<file path="config.mk">
export PLATFORM = sky130hd
export DESIGN_NAME = pc_gen
export DESIGN_NICKNAME = d
export VERILOG_FILES = /design/src/rtl/pc_gen.sv
export SDC_FILE = /design/constraint.sdc
export NUM_CORES = 1
export LEC_CHECK = 0
export CORE_MARGIN = 8
export CORE_UTILIZATION = 30
export DETAILED_ROUTE_END_ITERATION = 8
export PLACE_DENSITY = 0.59
export SLEW_MARGIN = 20
export SYNTH_ARGS = -nofsm -noshare
export SYNTH_HDL_FRONTEND = slang
export SYNTH_SLANG_ARGS = --single-unit
</file>
<file path="constraint.sdc">
create_clock -name clk -period 2.4 [get_ports clk]
set_input_delay 0.72 -clock clk [delete_from_list [all_inputs] [get_ports clk]]
set_output_delay 0.72 -clock clk [all_outputs]
set_load 0.05 [all_outputs]
</file>
<file path="src/rtl/pc_gen.sv">
// pc_gen: fetch PC generator with exception/branch redirect and optional return-address stack.
// Define PC_GEN_RAS_EN to build in the return-address stack.
module pc_gen #(
  parameter int ADDR_WIDTH = 32,
  parameter int PC_INC = 4,
  parameter logic [ADDR_WIDTH-1:0] RESET_VECTOR = '0,
  parameter logic [ADDR_WIDTH-1:0] EXC_VECTOR = ADDR_WIDTH'('h100),
  parameter int RAS_DEPTH = 4
) (
  input  logic                  clk,
  input  logic                  rst,
  input  logic                  fetchReady,
  input  logic                  excReq,
  input  logic                  brTaken,
  input  logic [ADDR_WIDTH-1:0] brTarget,
  input  logic                  call,
  input  logic                  ret,
  output logic [ADDR_WIDTH-1:0] pcOut,
  output logic                  pcValid,
  output logic                  misalign,
  output logic                  rasErr
);
  localparam logic [0:0] IDLE = 1'b0;
  localparam logic [0:0] RUN = 1'b1;
  localparam logic [ADDR_WIDTH-1:0] LOW = ADDR_WIDTH'(PC_INC - 1);
  localparam logic [ADDR_WIDTH-1:0] INC = ADDR_WIDTH'(PC_INC);
  logic [0:0] state_q, state_d;
  logic [ADDR_WIDTH-1:0] pc_q, pc_d, seq_pc, ret_pc;
  logic misalign_q, misalign_d, ras_err_q, ras_err_d;
  logic run, act;
  assign run = state_q == RUN;
  assign act = run & fetchReady & ~excReq;
  assign seq_pc = pc_q + INC;
`ifdef PC_GEN_RAS_EN
  localparam int PW = $clog2(RAS_DEPTH);
  localparam logic [PW:0] FULL = (PW+1)'(RAS_DEPTH);
  logic [ADDR_WIDTH-1:0] ras_q [RAS_DEPTH];
  logic [PW-1:0] sp_q, sp_d;
  logic [PW:0] cnt_q, cnt_d;
  logic do_push, do_pop, pop_hit;
  assign do_pop = act & ret;
  assign do_push = act & call & ~ret;
  assign pop_hit = do_pop & (cnt_q != '0);
  assign ret_pc = pop_hit ? ras_q[sp_q - PW'(1)] : seq_pc;
  // sp_q is the next free slot; a push into a full stack overwrites the oldest entry
  always_comb begin
    sp_d = pop_hit ? sp_q - PW'(1) : do_push ? sp_q + PW'(1) : sp_q;
    cnt_d = pop_hit ? cnt_q - 1'b1 : (do_push & cnt_q != FULL) ? cnt_q + 1'b1 : cnt_q;
    ras_err_d = ras_err_q | (do_pop & cnt_q == '0) | (do_push & cnt_q == FULL);
  end
  always_ff @(posedge clk or negedge rst)
    if (!rst) begin
      sp_q <= '0;
      cnt_q <= '0;
    end else begin
      sp_q <= sp_d;
      cnt_q <= cnt_d;
    end
  always_ff @(posedge clk)
    if (do_push) ras_q[sp_q] <= seq_pc;
`else
  logic unused_call;
  assign unused_call = call;
  assign ret_pc = seq_pc;
  assign ras_err_d = 1'b0;
`endif
  always_comb begin
    state_d = RUN;
    pc_d = !run ? pc_q : excReq ? EXC_VECTOR : brTaken ? brTarget & ~LOW :
           (fetchReady & ret) ? ret_pc : fetchReady ? seq_pc : pc_q;
    misalign_d = run & ~excReq & brTaken & |(brTarget & LOW);
  end
  always_ff @(posedge clk or negedge rst)
    if (!rst) begin
      state_q <= IDLE;
      pc_q <= RESET_VECTOR;
      misalign_q <= 1'b0;
      ras_err_q <= 1'b0;
    end else begin
      state_q <= state_d;
      pc_q <= pc_d;
      misalign_q <= misalign_d;
      ras_err_q <= ras_err_d;
    end
  assign pcOut = pc_q;
  assign pcValid = run;
  assign misalign = misalign_q;
  assign rasErr = ras_err_q;
endmodule

</file>
# After elaboration in Yosys (flattened, before gate mapping)

Cells that the tools add are included.

Register bits: 34
Input port bits: 39
Output and inout port bits: 35
Word-level logic and storage cells: 16

$add $sub $neg: 1
Muxes and demuxes: 4
Bitwise logic cells: 5
Reductions and logical operators: 3

Operators with widths:

| kind                  | count |
|---|---|
| $mux 32               | 4 |
| $add 32x3->32 const B | 1 |
| $and 1x1->1           | 4 |
| $reduce_bool 4->1     | 1 |
| $reduce_and 2->1      | 1 |
| $reduce_or 2->1       | 1 |
| $not 1->1             | 1 |

# Logic depth before layout (Yosys ltp)

Depth after elaboration: 5
Mapped depth: 7

# Least setup slack after synthesis

No wires, ideal clock.

Path type: reg2reg
Start point: register pc_q[2] (netlist: pcOut[2])
End point: register pc_q[28] (netlist: pcOut[28])
Setup time: 0.071 ns
Arrival time: 2.152 ns
Data required time: 2.329 ns
Slack: 0.177 ns
Cell stages (with the launch flop): 7
Buffers on the path: 0
Clock period less this slack: 2.223 ns
Path through: dfrtp_1 > ha_1 > nand4_4 > nor4_4 > nand3_1 > or4_1 > nand4_1

Longest elaborated chain between the ends: 5

RTL lines:

| item                    | RTL line | source |
|---|---|---|
| from (decl)             | 28       | `logic [ADDR_WIDTH-1:0] pc_q, pc_d, seq_pc, ret_pc;` |
| from (signal assigned)  | 81       | `pc_q <= pc_d;` |
| $add 32x3->32 *         | 33       | `assign seq_pc = pc_q + INC;` |
| $mux 32                 | 70       | `(fetchReady & ret) ? ret_pc : fetchReady ? seq_pc : pc_q;` |
| $mux 32 *               | 70       |  |
| $mux 32 * (2 in series) | 69       | `pc_d = !run ? pc_q : excReq ? EXC_VECTOR : brTaken ? brTarget & ~LOW :` |

Every way passes the cells marked *; elsewhere a longest branch is shown, timed or not. The select of a mux whose other input is x is not followed.
A chain may end at the register's enable or synchronous reset.

# Final worst setup path

Start point: register pc_q[15] (netlist: pcOut[15])
End point: output pcOut[15]

RTL lines:

| item      | RTL line | source |
|---|---|---|
| to (decl) | 18       | `output logic [ADDR_WIDTH-1:0] pcOut,` |

No word-level cell between the ends.

==> out/summary.txt <==
CTS Sinks = 32
antenna violations before repair = 0
Final ANT Viol Nets = 0
post-synth top area cell = dfrtp_1
residual DRC count = 0
hold_buf cts = 0
Final Cycle Share = 97.58%
Fin Clk Skew = 0.005319 ns
detailed-placement wirelength estimate = 5230 um
maximum number of pins on one net before global-route repair = 33
Combinational Power Share = 32.5%
total power = 1.651 mW
Clk pin slew, worst setup/hold paths = 0.07 ns
iteration count of the initial detailed-routing pass = 4
initial core utilization = 31.23%
Setup crit end kind = output pin
CTS tree = done
slew margin rel. = 64.63%
post_cts resized = 0
gr usage total = 14.36%
Post-CTS Setup Inserts = 0
Total Wirelength = 6924 um
Row Count = 30
crit path launch type = flip-flop
Final setup viols = 0
Core Area = 0.006832 sq mm
Syn Area/Cell = 8.333 sq um
hold path depth = 1
final hold violation count = 0
Clk Latency, worst-skew pair = 0.29 ns
Max Cap Viol = 0
Buf/Inv on CP = 1
DIE WIDTH = 100.3 um
layout overhead on the synthesized area = 45.75%
total negative slack = 0 ns
register share of total power = 41.0%
vias in the first global route = 2,307
Hold Path Origin = pcOut[27]$_DFFE_PN0P_
Pwr per Cell Area = 530.9 mW/mm^2
Pleak = 1.306 nW
top post-synthesis cells by area = dfrtp_1 (38%), o21ai_0 (7.3%), nand3_1 (4.2%)
total congestion overflow = 0
Slew @ Worst Pin = 0.5266 ns
Largest stage delay, worst path = 0.85 ns
Critical-path top delay cell = clkdlybuf4s50_1
Netlist cell types = 45
Buffers on Ports = 68
first-pass GRT wire length = 11,680 um
clk root buf = clkbuf_8
Net count, final = 381
ANT cells = 0
cells on worst reg2reg path = 6
peak fanout along the critical path = 8
RSZ-0062 raised after global routing = false
Critical Path AT = 1.62 ns
Synth Warn # = 0
Syn Std Cell Area = 0.002133 sq mm
H-tree depth = 2
Max Root-Sink Buffers = 2
WP data required = 1.68 ns
crit-path cells = clkdlybuf4s50_1
Critical Path Stages = 1
CTS Buf Count = 5
Net Sw Power = 0.6172 mW
CP top delay family = buffers and inverters
final slew viol count = 0
Setup crit start = pcOut[15]$_DFFE_PN0P_
clock share of power = 26.5%
wire per inst = 15.81 um
Chip Height = 100.3 um
status = finished, final reports clean
FMAX = 427.0 MHz
Int Pwr = 1.033 mW
Hold Path Class = reg -> reg
switching share of power = 37.39%
Die ar. = 0.01007 sq mm
Final GP Congestion = 0.7873
# IOs = 74
top-area cell type share of the netlist area = 37.54%
Worst VDD drop = 220.0 uV
Post-Synthesis Cells = 256
Crit Reg-Reg Startpoint = pcOut[2]$_DFFE_PN0P_
fin crit period = 2.342 ns
flops & latches, synth = 32
Crit Path Category = reg -> out
Vias/cell = 5.167
fraction of layout cells with a size suffix above 1 = 14.62%
initial DRC count = 157
sequential share of the synthesized area = 37.54%
vias = 2,263
-- cell type report --
| class | count | area (sq um) |
|---|---|---|
| Inverter | 5 | 18.77 |
| Fill cell | 710 | 3722 |
| Multi-Input combinational cell | 204 | 1216 |
| Clock buffer | 8 | 90.09 |
| Tap cell | 96 | 120.1 |
| Timing Repair Buffer | 93 | 863.3 |
| Sequential cell | 32 | 800.8 |
-- registers in the layout, summed over array words and instances (netlist names) --
name	cells
misalign	1
pcValid	1
pcOut	30
-- cells in the mapped netlist, drive strengths merged --
master   number
nand2        22
inv           5
o22ai         3
a2bb2oi       1
clkbuf        7
o211ai        1
a22oi         8
and4          2
buf          10
ha            1
a21oi        16
nor2         23
o311ai        2
dfrtp        32
nand3        19
or4           1
o2bb2ai       2
a221o         1
nor4          7
nor3          9
conb          2
nor2b         1
and3          8
nor4b         1
nand4        11
o21ai        33
and2          5
a31oi         8
o21a          2
xor2          2
o31ai         2
or2           2
a211oi        1
a41oi         2
mux2i         3
a32oi         1
-- placed cells by master (no fill, tap or decap), types with 3 or more instances in the layout --
master / instances
buf_4: 32
a22oi_1: 8
clkbuf_8: 6
nand3_1: 18
and3_1: 8
clkdlybuf4s50_1: 59
nor3_1: 7
nor2_1: 23
inv_1: 5
dfrtp_1: 32
nand2_1: 22
o22ai_1: 3
nor4_4: 3
nand4_1: 9
mux2i_1: 3
o21ai_0: 31
nor4_1: 4
conb_1: 4
a31oi_1: 8
a21oi_1: 16
and2_1: 5
-- metrics by stage --
step                area, sq um  worst slack (ns)  utilization, %  cells  hold slack (ns)
CTS                        3107           0.05260           45.48    438           0.5505
finish                     3109           0.05798           45.51    438           0.5490
floorplan                  2141            0.1765               -    258           0.4244
global placement           3017           0.05916           44.16    430           0.5375
global route               3109          0.007398           45.51    438           0.6119
detailed placement         3017           0.05793           44.16    430           0.5455
-- per-layer routing --
layer	wire, um	GRT usage (%)	part of all wire, %
met3	377	3.737	5.4
met1	3222	18.26	47
met2	3247	23.13	47
met5	0	0	0
met4	77	4.302	1.1
-- kinds of logic (layout without fill, tap and decap cells) --
family                   Yosys count  after routing  share of synthesized area, %
other                              2              4                        0.3520
buffers and inverters             22            106                         6.041
AND/OR/NAND/NOR                  111            111                         29.85
adder cells (fa/ha/maj)            1              1                        0.5864
multiplexers                       3              3                         1.408
AO/OA/AOI/OAI                     83             83                         23.40
XOR/XNOR                           2              2                        0.8213
flip-flops                        32             32                         37.54
-- path summary, 6_finish.rpt --
path | endpoint | slack (ns)
max | pcOut[15] | 0.06
min | pcOut[27]$_DFFE_PN0P_ | 0.55
max reg2reg | pcOut[28]$_DFFE_PN0P_ | 0.37
min reg2reg | pcOut[27]$_DFFE_PN0P_ | 0.55
max in group asynchronous | pcOut[7]$_DFFE_PN0P_ | 1.26
min in group asynchronous | pcOut[15]$_DFFE_PN0P_ | 0.83
-- power groups by stage --
stage	registers, mW	clock network (mW)	logic, mW
floorplan	0.842	0	0.144
global route	0.689	0.478	0.576
detailed placement	0.685	0	0.541
global placement	0.683	0	0.539
finish	0.677	0.438	0.536
CTS	0.676	0.450	0.543
Note: power is estimated with default switching activity, not from simulation.
